--- src/rtl/exe_pkg.sv ---
`default_nettype none
// ============================================================================
// Module   : exe_pkg
// Purpose  : Shared definitions for the execute stage: ALU command encodings,
//            barrel-shift type encodings, status-register bit positions and a
//            32-bit rotate-right helper.
// Revision : 1.0 - initial release
// ============================================================================
package exe_pkg;

   // ALU command encodings carried on EXE_CMD
   typedef enum logic [3:0] {
      CMD_MOV = 4'b0001,
      CMD_ADD = 4'b0010,
      CMD_ADC = 4'b0011,
      CMD_SUB = 4'b0100,
      CMD_SBC = 4'b0101,
      CMD_AND = 4'b0110,
      CMD_ORR = 4'b0111,
      CMD_EOR = 4'b1000,
      CMD_MVN = 4'b1001
   } exe_cmd_e;

   // Register-operand shift types (Shift_operand[6:5])
   typedef enum logic [1:0] {
      SHIFT_LSL = 2'b00,
      SHIFT_LSR = 2'b01,
      SHIFT_ASR = 2'b10,
      SHIFT_ROR = 2'b11
   } shift_type_e;

   // Bit positions inside the 4-bit status register {N,Z,C,V}
   localparam int c_flag_n = 3;
   localparam int c_flag_z = 2;
   localparam int c_flag_c = 1;
   localparam int c_flag_v = 0;

   // Rotate right by 0..31; concatenating the word with itself lets a plain
   // logical shift produce the wrapped bits.
   function automatic logic [31:0] ror32(input logic [31:0] val,
                                         input logic [4:0]  amt);
      logic [63:0] w_dbl;
      w_dbl = {val, val} >> amt;
      return w_dbl[31:0];
   endfunction

endpackage : exe_pkg
`default_nettype wire

--- src/rtl/exe_alu.sv ---
`default_nettype none
// ============================================================================
// Module   : exe_alu
// Purpose  : Execute-stage ALU with N/Z/C/V flag generation.
// Ports    : exe_cmd   in  4   ALU command (exe_pkg::exe_cmd_e encodings)
//            val_rn    in  32  first operand
//            val2      in  32  second operand (shifter output)
//            c_in      in  1   current registered carry flag
//            v_in      in  1   current registered overflow flag
//            alu_res   out 32  result (wraps modulo 2^32)
//            flags_out out 4   new {N,Z,C,V}
// Config   : EXE_OVF_FLAG_EN - when defined, V is the signed overflow of
//            add/sub; otherwise the overflow logic is not built and V of an
//            arithmetic command is 0.
// Revision : 1.0 - initial release
// ============================================================================
module exe_alu
   import exe_pkg::*;
(
   input  logic [3:0]  exe_cmd,
   input  logic [31:0] val_rn,
   input  logic [31:0] val2,
   input  logic        c_in,
   input  logic        v_in,
   output logic [31:0] alu_res,
   output logic [3:0]  flags_out
);

   logic [31:0] w_op_b;
   logic        w_cin;
   logic        w_arith;
   logic [32:0] w_sum;
   logic        w_ovf;

   // Subtraction is done as Rn + ~Val2 + cin so one adder serves all four
   // arithmetic commands and the carry-out is directly "NOT borrow".
   always_comb begin
      w_op_b  = val2;
      w_cin   = 1'b0;
      w_arith = 1'b0;
      case (exe_cmd)
         CMD_ADD: begin
            w_arith = 1'b1;
         end
         CMD_ADC: begin
            w_arith = 1'b1;
            w_cin   = c_in;
         end
         CMD_SUB: begin
            w_arith = 1'b1;
            w_op_b  = ~val2;
            w_cin   = 1'b1;
         end
         CMD_SBC: begin
            w_arith = 1'b1;
            w_op_b  = ~val2;
            w_cin   = c_in;
         end
         default: ;
      endcase
   end

   assign w_sum = {1'b0, val_rn} + {1'b0, w_op_b} + {32'd0, w_cin};

`ifdef EXE_OVF_FLAG_EN
   // Overflow when both adder inputs share a sign the result does not
   assign w_ovf = (val_rn[31] == w_op_b[31]) && (w_sum[31] != val_rn[31]);
`else
   assign w_ovf = 1'b0;
`endif

   always_comb begin
      alu_res = 32'd0;
      case (exe_cmd)
         CMD_MOV: alu_res = val2;
         CMD_MVN: alu_res = ~val2;
         CMD_ADD,
         CMD_ADC,
         CMD_SUB,
         CMD_SBC: alu_res = w_sum[31:0];
         CMD_AND: alu_res = val_rn & val2;
         CMD_ORR: alu_res = val_rn | val2;
         CMD_EOR: alu_res = val_rn ^ val2;
         default: alu_res = 32'd0;
      endcase
   end

   // C and V pass through unchanged for everything except add/sub
   always_comb begin
      flags_out           = 4'd0;
      flags_out[c_flag_n] = alu_res[31];
      flags_out[c_flag_z] = (alu_res == 32'd0);
      flags_out[c_flag_c] = w_arith ? w_sum[32] : c_in;
      flags_out[c_flag_v] = w_arith ? w_ovf     : v_in;
   end

endmodule : exe_alu
`default_nettype wire

--- src/rtl/exe_stage.sv ---
`default_nettype none
// ============================================================================
// Module   : exe_stage
// Purpose  : Execute pipeline stage: forms the second operand (immediate
//            rotate, memory offset or barrel-shifted Rm), runs the ALU,
//            keeps the {N,Z,C,V} status register, computes the branch target
//            and registers the EX/MEM outputs.
// Ports    : CLK, RST_N (async active-low), Stall (hold all registers)
//            WB_EN_In, MEM_R_EN_In, MEM_W_EN_In, B_In, S_In, imm_In  controls
//            EXE_CMD_In[3:0], Dest_In[3:0], PC_In/Val_Rn_In/Val_Rm_In[31:0]
//            Shift_operand_In[11:0], Signed_imm_24_In[23:0]
//            SR[3:0]                  registered {N,Z,C,V}
//            Br_taken, Br_Addr[31:0]  combinational branch outputs
//            WB_EN_Out, MEM_R_EN_Out, MEM_W_EN_Out, ALU_Res_Out, Val_Rm_Out,
//            Dest_Out                 EX/MEM register outputs
// Config   : EXE_OVF_FLAG_EN - enables the V flag (otherwise SR.V stays 0).
// Revision : 1.0 - initial release
// ============================================================================
module exe_stage
   import exe_pkg::*;
(
   input  logic        CLK,
   input  logic        RST_N,
   input  logic        Stall,
   input  logic        WB_EN_In,
   input  logic        MEM_R_EN_In,
   input  logic        MEM_W_EN_In,
   input  logic        B_In,
   input  logic        S_In,
   input  logic        imm_In,
   input  logic [3:0]  EXE_CMD_In,
   input  logic [3:0]  Dest_In,
   input  logic [31:0] PC_In,
   input  logic [31:0] Val_Rn_In,
   input  logic [31:0] Val_Rm_In,
   input  logic [11:0] Shift_operand_In,
   input  logic [23:0] Signed_imm_24_In,
   output logic [3:0]  SR,
   output logic        Br_taken,
   output logic [31:0] Br_Addr,
   output logic        WB_EN_Out,
   output logic        MEM_R_EN_Out,
   output logic        MEM_W_EN_Out,
   output logic [31:0] ALU_Res_Out,
   output logic [31:0] Val_Rm_Out,
   output logic [3:0]  Dest_Out
);

   logic [31:0] w_val2;
   logic [4:0]  w_rot_amt;
   logic [4:0]  w_sh_amt;
   logic [31:0] w_alu_res;
   logic [3:0]  w_flags;

   logic [3:0]  r_sr;
   logic        r_wb_en;
   logic        r_mem_r_en;
   logic        r_mem_w_en;
   logic [31:0] r_alu_res;
   logic [31:0] r_val_rm;
   logic [3:0]  r_dest;

   // Immediate form rotates by twice the 4-bit field
   assign w_rot_amt = {Shift_operand_In[11:8], 1'b0};
   assign w_sh_amt  = Shift_operand_In[11:7];

   always_comb begin
      w_val2 = Val_Rm_In;
      if (imm_In) begin
         w_val2 = ror32({24'd0, Shift_operand_In[7:0]}, w_rot_amt);
      end else if (MEM_R_EN_In || MEM_W_EN_In) begin
         w_val2 = {20'd0, Shift_operand_In};
      end else begin
         case (Shift_operand_In[6:5])
            SHIFT_LSL: w_val2 = Val_Rm_In << w_sh_amt;
            SHIFT_LSR: w_val2 = Val_Rm_In >> w_sh_amt;
            SHIFT_ASR: w_val2 = $unsigned($signed(Val_Rm_In) >>> w_sh_amt);
            SHIFT_ROR: w_val2 = ror32(Val_Rm_In, w_sh_amt);
            default:   w_val2 = Val_Rm_In;
         endcase
      end
   end

   // ADC/SBC see the carry registered before this edge, not the new one
   exe_alu u_alu (
      .exe_cmd   (EXE_CMD_In),
      .val_rn    (Val_Rn_In),
      .val2      (w_val2),
      .c_in      (r_sr[c_flag_c]),
      .v_in      (r_sr[c_flag_v]),
      .alu_res   (w_alu_res),
      .flags_out (w_flags)
   );

   assign Br_taken = B_In;
   assign Br_Addr  = PC_In + {{6{Signed_imm_24_In[23]}}, Signed_imm_24_In, 2'b00};

   always_ff @(posedge CLK or negedge RST_N) begin
      if (!RST_N) begin
         r_sr       <= 4'd0;
         r_wb_en    <= 1'b0;
         r_mem_r_en <= 1'b0;
         r_mem_w_en <= 1'b0;
         r_alu_res  <= 32'd0;
         r_val_rm   <= 32'd0;
         r_dest     <= 4'd0;
      end else if (!Stall) begin
         r_wb_en    <= WB_EN_In;
         r_mem_r_en <= MEM_R_EN_In;
         r_mem_w_en <= MEM_W_EN_In;
         r_alu_res  <= w_alu_res;
         r_val_rm   <= Val_Rm_In;
         r_dest     <= Dest_In;
         if (S_In) begin
            r_sr <= w_flags;
         end
      end
   end

   assign SR           = r_sr;
   assign WB_EN_Out    = r_wb_en;
   assign MEM_R_EN_Out = r_mem_r_en;
   assign MEM_W_EN_Out = r_mem_w_en;
   assign ALU_Res_Out  = r_alu_res;
   assign Val_Rm_Out   = r_val_rm;
   assign Dest_Out     = r_dest;

endmodule : exe_stage
`default_nettype wire

--- config.mk ---
export PLATFORM = sky130hd
export DESIGN_NAME = exe_stage
export DESIGN_NICKNAME = d
export VERILOG_FILES = /design/src/rtl/exe_pkg.sv /design/src/rtl/exe_alu.sv /design/src/rtl/exe_stage.sv
export SDC_FILE = /design/constraint.sdc
export NUM_CORES = 1
export LEC_CHECK = 0
export BUFFER_PORTS_ARGS = -buffer_cell sky130_fd_sc_hd__buf_2
export CAP_MARGIN = 20
export CORE_ASPECT_RATIO = 1.4
export CORE_UTILIZATION = 30
export CTS_CLUSTER_DIAMETER = 80
export DETAILED_ROUTE_END_ITERATION = 8
export PLACE_DENSITY = 0.49
export SLEW_MARGIN = 20
export SYNTH_ARGS = -nofsm -noshare
export SYNTH_HDL_FRONTEND = slang
export SYNTH_SLANG_ARGS = --single-unit
--- constraint.sdc ---
create_clock -name CLK -period 8.8 [get_ports CLK]
set_input_delay 0.88 -clock CLK [delete_from_list [all_inputs] [get_ports CLK]]
set_output_delay 0.88 -clock CLK [all_outputs]
set_load 0.1 [all_outputs]
Word level (Yosys, flattened, before mapping) --
Index checks and enable logic that the tools add are counted.
Word-level totals: register bits after elaboration 74, input bits 149, word-level logic and storage cells 48
Operators by class: add/sub/neg operators 3, equality and inequality tests 12, shift operators 5, multiplexer cells 7, bitwise operators 5, reductions and logical operators 8
Operators with widths (count):
- case mux 32 bit (6 select lines) | 1
- case mux 32 bit (4 select lines) | 1
- 2-to-1 mux 32 bit | 3
- right shift 64 x 5 -> 32 bit | 1
- right shift 40 x 5 -> 32 bit | 1
- adder 32 x 32 -> 33 bit | 1
- adder 33 x 1 -> 33 bit | 1
- adder 32 bit | 1
- AND 32 bit | 1
- zero test 32 bit | 1
- NOT 32 bit | 1
- bitwise OR 32 bit | 1
- << shifter 32 x 5 -> 32 bit | 1
- right shift 32 x 5 -> 32 bit | 1
- >>> shifter 32 x 5 -> 32 bit | 1
- bitwise XOR 32 bit | 1
- equality test 4 x 3 -> 1 bit (second input constant) | 4
- equality test 4 x 2 -> 1 bit (second input constant) | 2
- equality test 4 bit (second input constant) | 2
- equality test 2 bit (second input constant) | 2
- equality test 4 x 1 -> 1 bit (second input constant) | 1
- OR reduction 2 bit | 2
- OR reduction 4 bit | 1
- AND reduction 3 bit | 1
- other kinds (7) | 7

Longest topological paths before layout --
Gate-level depths: netlist (run 1).
word-level depth 10, gate-level depth with buffers 25, depth with buffers taken out 20

Cells and area by module --
A second synthesis (run 1) with hierarchy kept.
Second synthesis, totals: cells, all modules 1764, area, all modules 14066.0 um^2
Modules (own cells, without submodules):
- exe_stage | instances 1, cells each 1049, area an instance 9102.5 um^2, seq. area each 1876.8 um^2
- exe_alu | instances 1, cells each 715, area an instance 4963.5 um^2, seq. area each 0.0 um^2

Least setup slack after synthesis (run 1) --
Ideal clock, no wire load.
kind input -> register, from input port Shift_operand_In[7], to register r_sr[2], in the netlist SR[2], setup time 104 ps, data arrival time 5653 ps, path slack 3043 ps, stages on the path 20, cells stage by stage buf_6 -> buf_6 -> mux4_2 -> mux4_2 -> a21oi_1 -> o41ai_2 -> xnor2_1 -> fa_1 -> fa_1 -> nand2b_1 -> a21oi_1 -> o21a_1 -> o21ai_0 -> a31o_2 -> xnor2_1 -> a211o_1 -> a211o_1 -> nor4_1 -> nand4_1 -> o41ai_2
On the way: longest elaborated chain between the ends 10, elaborated cells on any way between the ends 17, classes of those cells add/sub: 2; shift: 5; mux: 5; bitwise: 4; reduce/logical: 1
RTL lines:
- start, declared | RTL line exe_stage.sv:36 | input logic [11:0] Shift_operand_In,
- right shift 64 x 5 -> 32 bit, or another cell as far along | RTL line exe_pkg.sv:43 | w_dbl = {val, val} >> amt;
- case mux 32 bit (4 select lines) | RTL line exe_stage.sv:74 | case (Shift_operand_In[6:5])
- 2-to-1 mux 32 bit | RTL line exe_stage.sv:71 | end else if (MEM_R_EN_In || MEM_W_EN_In) begin
- 2-to-1 mux 32 bit * | RTL line exe_stage.sv:69 | if (imm_In) begin
- NOT 32 bit | RTL line exe_alu.sv:51, exe_alu.sv:56, exe_alu.sv:76
- 2-to-1 mux 32 bit
- adder 32 x 32 -> 33 bit | RTL line exe_alu.sv:63 | assign w_sum = {1'b0, val_rn} + {1'b0, w_op_b} + {32'd0, w_cin};
- adder 33 x 1 -> 33 bit | RTL line exe_alu.sv:63
- case mux 32 bit (6 select lines) * | RTL line exe_alu.sv:74 | case (exe_cmd)
- zero test 32 bit * | RTL line exe_alu.sv:92 | flags_out[c_flag_z] = (alu_res == 32'd0);
- end signal, assigned | RTL line exe_stage.sv:115 | r_sr <= w_flags;
- end, declared | RTL line exe_stage.sv:55 | logic [3:0] r_sr;
Mark *: on every way between the ends. The rest lies on a longest branch, timed or not. A chain may end at the register's enable or synchronous reset.

Final worst setup path (run 1) --
Same ends and word-level chain as after synthesis.

==> key figures, run 1 <==
Finish
  • Final cell utilization of the core: 0.348
  • Number of antenna repair diodes: 0
  • Number of nets in the finished design: 2195
  • Area added between synthesis and finish: 14.4%
  • Share of post-route cells with drive strength above 1: 0.259
  • Final design instance area without fill: 16400 µm²
  • Most common library cell in the layout ignoring fill and taps: buf_2
  • Highest-count cells in the layout ignoring fill and taps: 246 x buf_2, 145 x nand2_1, 131 x ha_1

GRT
  • Largest net degree at the start of global routing: 63
  • Leftover overflow at the end of global routing: 0
  • Number of global-route vias before repair: 15173
  • Combined global-route utilization of all metal layers: 0.273
  • Initial antenna violation count: 2
  • Wire length of the first global-routing pass: 99700 µm

Critical path
  • Crit Reg-Reg Startpoint: SR[1]$_DFFE_PN0P_
  • Cells on worst reg2reg path: 14
  • Highest-delay cell along the critical path: buf_4
  • Largest fanout on the critical path: 59
  • Critical Setup Path Class: in -> reg
  • Biggest cell delay along the critical path: 0.71 ns
  • Crit path capture type: flip-flop
  • Worst setup SP type: input port
  • Worst endpoint data arrival time: 7.38 ns
  • Setup slack, reg-to-reg: 4.10 ns
  • Required time at the endpoint of the critical path: 9.10 ns
  • Number of buffers and inverters on the critical path: 3
  • Cells along the critical path: buf_4, buf_4, mux4_2, mux2_2, o32ai_1, o2111ai_1, nand2_2, xnor2_1, inv_1, fa_1, nand2b_1, a21oi_1, o21a_1, o21ai_0, a31o_2, nor4_1, o2111a_1, nand4b_1, nor4_1, nand4_1, o41ai_2
  • End of the worst register-to-register path: SR[2]$_DFFE_PN0P_
  • Kind of cell adding the most delay to the critical path: compound AO/OA/AOI/OAI gates

Yosys
  • Gate count after technology mapping: 1733
  • Cell type contributing the most total cell area after synthesis: dfrtp_1
  • Share of the synthesized area in the top cell type: 0.129
  • Main area contributors after synthesis: dfrtp_1 13%, ha_1 11%, mux4_2 8.8%, mux2_2 5.8%, mux2i_1 4.1%
  • Number of warnings reported in the yosys synthesis log: 0
  • Synthesized area: 14400 µm²
  • Fraction of registers with async set/reset: 1.00
  • Fraction of the yosys area taken by sequential cells: 0.129
  • Count of flip-flops with a built-in enable after synthesis: 0
  • Average footprint of a synthesized cell: 8.29 µm²
  • Post-synthesis cell type count: 101
  • Flip-flop cell with the highest count after synthesis: dfrtp_1
  • Post-Syn Nets: 2016
  • Flip-flop and latch count after synthesis: 74

Timing
  • Setup repair after global routing missed its margin: no
  • Setup TNS Final: 0 ns
  • Crit path setup slack, layout: 1.72 ns
  • Time the worst path needs with I/O delays and setup: 7.08 ns
  • Period Utilization, post-route: 0.805
  • Setup violations, final: 0
  • Transition time of the tightest slew-check pin: 1.06 ns
  • Upper clock frequency limit: 0.141 GHz
  • Relative slew margins: 0.293
  • Clock Skew: 0.00686 ns
  • Final hold viol count: 0
  • Max-slew violation total from the final report: 0

Route
  • Via count: 15441
  • WL/cell: 26.8 µm
  • First-pass iteration count of the detailed router: 8
  • Post-detailed-route count of antenna-violating nets: 0
  • Highest routing layer actually used: met5
  • DR iter-0 viols: 1210
  • Routed Wire Length: 68000 µm
  • Sum of met2 wire segment lengths after detailed routing: 33300 µm
  • Detail Route met3 WL: 4520 µm
  • Via-per-instance ratio: 6.08
  • Wire length on met1: 25200 µm
  • Number of remaining DRC errors: 0

Power
  • Internal Dissipation: 1.02 mW
  • Switching power share of the total: 0.585
  • Combinational group share of total power: 0.680
  • Total power density per cell area: 149 nW/µm²
  • Fraction of power consumed by the clock network: 0.150
  • Standby leakage power: 7.32 nW
  • Sw power: 1.44 mW
  • Sequential Power Share: 0.170
  • Highest ir drop seen on vdd: 0.134 mV

Place
  • Last weighted congestion value of the routability-driven placer: 1.02
  • Post-placement setup slack: 1.38 ns
  • Area after detailed placement: 16200 µm²
  • Dpl hpwl: 52600 µm
  • Port Buffers: 249

Floorplanning
  • Overall die height: 261 µm
  • Num rows: 94
  • Top-level I/O count: 257
  • Die boundary width: 187 µm
  • Starting Density: 0.305
  • Die area: 48800 µm²
  • Standard cell core area: 47200 µm²

Hold path
  • Class of the worst hold path: in -> async

Clock tree
  • Post_cts resized: 0
  • Clock insertion delay at the later pin of the skew report: 0.39 ns
  • CTS Buf Count: 9
  • Number of buffers inserted for hold repair after clock tree synthesis: 0
  • Total setup buffers inserted after CTS: 0
  • H-tree depth: 3
  • Root Driver: clkbuf_16
  • CTS clk-pin slew, worst paths: 0.07 ns
  • Longest Clk Path Bufs: 2
  • Number of sinks driven by the clock tree: 74
  • TritonCTS clock tree: yes

Flow run
  • Max cap viols: 0

Outcome
  • Outcome: completed
[kinds of logic (layout without fill, tap and decap cells)]
kind of cell | Yosys count | after routing | synth area share
multiplexers | 200 | 200 | 0.203
AO/OA/AOI/OAI | 561 | 561 | 0.278
buffers and inverters | 224 | 407 | 0.0675
XOR/XNOR | 93 | 93 | 0.0567
AND/OR/NAND/NOR | 446 | 446 | 0.147
flip-flops | 74 | 74 | 0.129
other | 1 | 1 | 0.000261
adder cells (fa/ha/maj) | 134 | 134 | 0.118
[worst max path at each step]
stage / start / end / slack [ns] / cells after the start
after CTS: Shift_operand_In[7] / SR[2]$_DFFE_PN0P_ / 1.74 / 21
after detailed placement: Shift_operand_In[7] / SR[2]$_DFFE_PN0P_ / 1.38 / 21
after global placement: Shift_operand_In[7] / SR[2]$_DFFE_PN0P_ / 1.40 / 22
after floorplan: Shift_operand_In[7] / SR[2]$_DFFE_PN0P_ / 3.04 / 20
after global routing: Shift_operand_In[7] / SR[2]$_DFFE_PN0P_ / 1.32 / 21
final: Shift_operand_In[7] / SR[2]$_DFFE_PN0P_ / 1.72 / 21
[cell usage after synthesis, types with 11 or more instances]
library cell / number
a221o_1: 31
nand4_1: 12
buf_2: 26
nand3_1: 37
inv_1: 88
a211o_1: 13
nor2_1: 111
o22ai_1: 17
xor2_1: 35
buf_1: 14
or2_2: 11
o221ai_1: 19
o21a_1: 18
a21oi_1: 113
clkbuf_1: 78
o21ai_0: 103
a211oi_1: 14
a21o_1: 30
mux4_2: 56
and3_1: 17
xnor2_1: 58
or3_1: 13
ha_1: 131
dfrtp_1: 74
nand2_1: 145
mux2_2: 74
nor3_1: 25
a22oi_1: 13
o211ai_1: 23
mux2i_1: 59
nor2b_1: 14
nand2b_1: 24
a31oi_1: 29
[registers in the layout, indices dropped and copies added, names as in the netlist]
signal        count
MEM_R_EN_Out      1
SR                3
Dest_Out          4
ALU_Res_Out      32
WB_EN_Out         1
MEM_W_EN_Out      1
Val_Rm_Out       32
[layer usage]
layer / GRT usage / vias to the layer above
met1: 0.300 / 7481
met4: 0.194 / 4
met5: 0 / -
met3: 0.0516 / 227
met2: 0.476 / 822
li1: - / 6907
[final cells by class]
class / count / area, µm²
fillers: 5009 / 30700
multi-input cells: 1435 / 11600
flip-flops and latches: 74 / 1850
repair buffers: 299 / 1630
well taps: 624 / 781
inverters: 93 / 349
clock buffers: 10 / 229
clock inverters: 5 / 32.5
[power groups by stage]
stage	clock network, mW	registers (mW)	logic (mW)
final	0.368	0.418	1.67
after global routing	0.392	0.424	1.76
after CTS	0.383	0.419	1.66
after detailed placement	0	0.425	1.65
after global placement	0	0.425	1.65
after floorplan	0	0.759	0.915
[per-stage QoR]
stage                     hold WS (ns)  total power [mW]  instances
after CTS                        0.460              2.46       2540
after detailed placement         0.471              2.08       2525
after global placement           0.466              2.07       2525
final                            0.472              2.45       2540
after global routing             0.487              2.57       2540
after floorplan                  0.539              1.67       1733
Note: power is estimated with default switching activity, not from simulation.
==> run 2, diff against run 1 <==
--- a/config.mk
+++ b/config.mk
@@ -5,6 +5,7 @@
 export SDC_FILE = /design/constraint.sdc
 export NUM_CORES = 1
 export LEC_CHECK = 0
+export ABC_AREA = 1
 export BUFFER_PORTS_ARGS = -buffer_cell sky130_fd_sc_hd__buf_2
 export CAP_MARGIN = 20
 export CORE_ASPECT_RATIO = 1.4
==> constraint.sdc (replaced) <==
create_clock -name CLK -period 6.6 [get_ports CLK]
set_input_delay 0.66 -clock CLK [delete_from_list [all_inputs] [get_ports CLK]]
set_output_delay 0.66 -clock CLK [all_outputs]
set_load 0.1 [all_outputs]
==> run 2 against run 1 <==
Against the previous run:
- global-route usage fell by 2.1 points
- combinational power rose by 27%
- die area rose by 0.23%
- first-iteration DRC count rose by 0.58%
- register-to-register slack got worse by 1.3 ns
- hold slack barely moved
- total power rose by 28%
- wire length fell by 6.8%
- critical path type unchanged
==> key figures, run 2 <==
Outcome
  • Outcome: completed (unchanged)

Place
  • Last weighted congestion value of the routability-driven placer: 0.984 (was 1.02)
  • Post-placement setup slack: 0.950 ns (was 1.38 ns)
  • Dpl hpwl: 51400 µm (was 52600 µm)
  • Area after detailed placement: 16100 µm² (was 16200 µm²)
  • Port Buffers: 249 (unchanged)

Power
  • Standby leakage power: 8.73 nW (was 7.32 nW)
  • Total power density per cell area: 191 nW/µm² (was 149 nW/µm²)
  • Sequential Power Share: 0.174 (was 0.170)
  • Internal Dissipation: 1.24 mW (was 1.02 mW)
  • Sw power: 1.89 mW (was 1.44 mW)
  • Highest ir drop seen on vdd: 0.147 mV (was 0.134 mV)
  • Combinational group share of total power: 0.676 (was 0.680)
  • Fraction of power consumed by the clock network: 0.151 (was 0.150)
  • Switching power share of the total: 0.603 (was 0.585)

Clock tree
  • Number of buffers inserted for hold repair after clock tree synthesis: 0 (unchanged)
  • CTS Buf Count: 9 (unchanged)
  • CTS clk-pin slew, worst paths: 0.06 ns (was 0.07 ns)
  • Total setup buffers inserted after CTS: 0 (unchanged)
  • Root Driver: clkbuf_16 (unchanged)
  • Post_cts resized: 0 (unchanged)
  • Clock insertion delay at the later pin of the skew report: 0.35 ns (was 0.39 ns)
  • Number of sinks driven by the clock tree: 74 (unchanged)
  • Longest Clk Path Bufs: 2 (unchanged)
  • H-tree depth: 3 (unchanged)
  • TritonCTS clock tree: yes (unchanged)

Finish
  • Final design instance area without fill: 16300 µm² (was 16400 µm²)
  • Most common library cell in the layout ignoring fill and taps: nand2_1 (was buf_2)
  • Register area: 1850 µm² (unchanged)
  • Number of nets in the finished design: 2937 (was 2195)
  • Layout filler cell count: 5353 (was 5009)
  • Total area of multi-input combinational cells: 11100 µm² (was 11600 µm²)
  • Share of post-route cells with drive strength above 1: 0.158 (was 0.259)
  • Highest-count cells in the layout ignoring fill and taps: 774 x nand2_1, 473 x nand3_1, 248 x buf_2 (was 246 x buf_2, 145 x nand2_1, 131 x ha_1)
  • Final cell utilization of the core: 0.347 (was 0.348)
  • Area added between synthesis and finish: 13.5% (was 14.4%)

GRT
  • Initial antenna violation count: 6 (was 2)
  • Leftover overflow at the end of global routing: 0 (unchanged)
  • Number of global-route vias before repair: 16950 (was 15173)
  • Wire length of the first global-routing pass: 96400 µm (was 99700 µm)
  • Largest net degree at the start of global routing: 80 (was 63)
  • Combined global-route utilization of all metal layers: 0.253 (was 0.273)

Critical path
  • Worst setup SP type: input port (unchanged)
  • Highest-delay cell along the critical path: buf_4 (unchanged)
  • Required time at the endpoint of the critical path: 6.89 ns (was 9.10 ns)
  • Critical Setup Path Class: in -> reg (unchanged)
  • Biggest cell delay along the critical path: 0.55 ns (was 0.71 ns)
  • Crit path capture type: flip-flop (unchanged)
  • Largest fanout on the critical path: 37 (was 59)
  • Most numerous cell on the critical path: nand2_1
  • Worst endpoint data arrival time: 5.68 ns (was 7.38 ns)

Route
  • WL/cell: 19.3 µm (was 26.8 µm)
  • Routed Wire Length: 63400 µm (was 68000 µm)
  • Number of remaining DRC errors: 0 (unchanged)
  • First-pass iteration count of the detailed router: 5 (was 8)
  • Via-per-instance ratio: 5.27 (was 6.08)
  • DR iter-0 viols: 1217 (was 1210)
  • Via count: 17310 (was 15441)
  • Post-detailed-route count of antenna-violating nets: 0 (unchanged)

Yosys
  • Flip-flop cell with the highest count after synthesis: dfrtp_1 (unchanged)
  • Post-Syn Nets: 2764 (was 2016)
  • Most frequent cell after synthesis: nand2_1 (unchanged)
  • Fraction of the yosys area taken by sequential cells: 0.129 (about the same)
  • Count of flip-flops with a built-in enable after synthesis: 0 (unchanged)
  • Post-synthesis cell type count: 59 (was 101)
  • Cell type contributing the most total cell area after synthesis: nand2_1 (was dfrtp_1)
  • Share of the synthesized area in the top cell type: 0.202 (was 0.129)
  • Flip-flop and latch count after synthesis: 74 (unchanged)
  • Average footprint of a synthesized cell: 5.80 µm² (was 8.29 µm²)
  • Gate count after technology mapping: 2481 (was 1733)
  • List of most frequent post-synthesis cells: 775 x nand2_1, 474 x nand3_1, 186 x inv_1 (was 145 x nand2_1, 131 x ha_1, 113 x a21oi_1)
  • Synthesized area: 14400 µm² (about the same)
  • Fraction of registers with async set/reset: 1.00 (unchanged)
  • Number of warnings reported in the yosys synthesis log: 0 (unchanged)
  • Main area contributors after synthesis: nand2_1 20%, nand3_1 16%, dfrtp_1 13%, ha_1 11%, inv_1 4.8% (was dfrtp_1 13%, ha_1 11%, mux4_2 8.8%, mux2_2 5.8%, mux2i_1 4.1%)

Floorplanning
  • Num rows: 94 (unchanged)
  • Die area: 48900 µm² (was 48800 µm²)
  • Top-level I/O count: 257 (unchanged)
  • Die boundary width: 187 µm (about the same)
  • Standard cell core area: 47200 µm² (unchanged)
  • Overall die height: 261 µm (about the same)
  • Starting Density: 0.305 (about the same)

Timing
  • Period Utilization, post-route: 0.817
  • Crit path setup slack, layout: 1.21 ns (was 1.72 ns)
  • Setup TNS Final: 0 ns (unchanged)
  • Time the worst path needs with I/O delays and setup: 5.39 ns
  • Setup repair after global routing missed its margin: no (unchanged)
  • Upper clock frequency limit: 0.185 GHz
  • Setup violations, final: 0 (unchanged)
  • Final hold viol count: 0 (unchanged)
  • Relative slew margins: 0.336 (was 0.293)
  • Transition time of the tightest slew-check pin: 0.996 ns (was 1.06 ns)
  • Max-slew violation total from the final report: 0 (unchanged)
  • Clock Skew: 0.00242 ns (was 0.00686 ns)

Hold path
  • Class of the worst hold path: in -> async (unchanged)

Flow run
  • Max cap viols: 0 (unchanged)
-- run 2: cell count changes in the layout (fill, tap and decap cells not counted), moves of 56 or more --
cell / before / now
mux4_2: 56 / 0
mux2_2: 74 / 0
nor2_1: 108 / 166
inv_1: 88 / 185
mux2i_1: 59 / 2
nand3_1: 37 / 473
nand2_1: 145 / 774
-- run 2: cell families after synthesis --
kind of cell             after synthesis  share of synthesized area
AO/OA/AOI/OAI                        316                      0.128
XOR/XNOR                              66                     0.0401
adder cells (fa/ha/maj)              134                      0.118
buffers and inverters                329                      0.101
flip-flops                            74                      0.129
multiplexers                           2                    0.00139
other                                  1                   0.000260
AND/OR/NAND/NOR                     1559                      0.482
-- run 2: critical path, delay by kind of cell --
kind	cells	cell delay, ns
adders and majority gates	2	0.88
buffers and inverters	5	0.86
xor gates and xnor gates	1	0.17
and+or+nand+nor	24	2.67
AOI/OAI and AO/OA	2	0.40
-- run 2: stage by stage --
step	cells	power [mW]	hold slack, ns
5_1_grt	3284	3.32	0.488
6_report	3284	3.13	0.472
4_1_cts	3283	3.14	0.477
2_1_floorplan	2481	2.15	0.364
3_3_place_gp	3267	2.65	0.456
3_5_place_dp	3267	2.66	0.460
-- run 2: layout make-up --
| class | count | area share |
|---|---|---|
| inverters | 206 | 0.0476 |
| clock inverters | 6 | 0.00260 |
| clock buffers | 10 | 0.0140 |
| repair buffers | 285 | 0.0952 |
| flip-flops and latches | 74 | 0.113 |
| well taps | 624 | 0.0478 |
| multi-input cells | 2078 | 0.679 |
| diodes | 1 | 0.000153 |
-- run 2: power groups by stage --
stage	clock network (mW)	registers (mW)	logic, mW
finish	0.471	0.543	2.12
global route	0.498	0.550	2.27
CTS	0.485	0.544	2.11
detailed placement	0	0.551	2.10
global placement	0	0.552	2.10
floorplan	0	0.940	1.21
-- run 2: worst paths after layout --
kind | start | depth (start not counted) | slack, ns | to
min in group CLK | ALU_Res_Out[10]$_DFFE_PN0N_ | 2 | 0.47 | ALU_Res_Out[10]$_DFFE_PN0N_
min reg2reg | ALU_Res_Out[10]$_DFFE_PN0N_ | 2 | 0.47 | ALU_Res_Out[10]$_DFFE_PN0N_
max reg2reg | SR[1]$_DFFE_PN0P_ | 23 | 2.80 | SR[2]$_DFFE_PN0P_
min | RST_N | 1 | 0.47 | Val_Rm_Out[10]$_DFFE_PN0N_
max in group asynchronous | RST_N | 1 | 5.49 | ALU_Res_Out[26]$_DFFE_PN0N_
max | Shift_operand_In[7] | 34 | 1.21 | SR[2]$_DFFE_PN0P_
-- run 2: routing by layer --
layer | routed length [µm] | up-vias | track usage
met5 | 42 | - | 0
met4 | 3170 | 8 | 0.126
met3 | 2770 | 136 | 0.0252
met2 | 32900 | 539 | 0.476
met1 | 24500 | 8066 | 0.282
li1 | - | 8561 | -
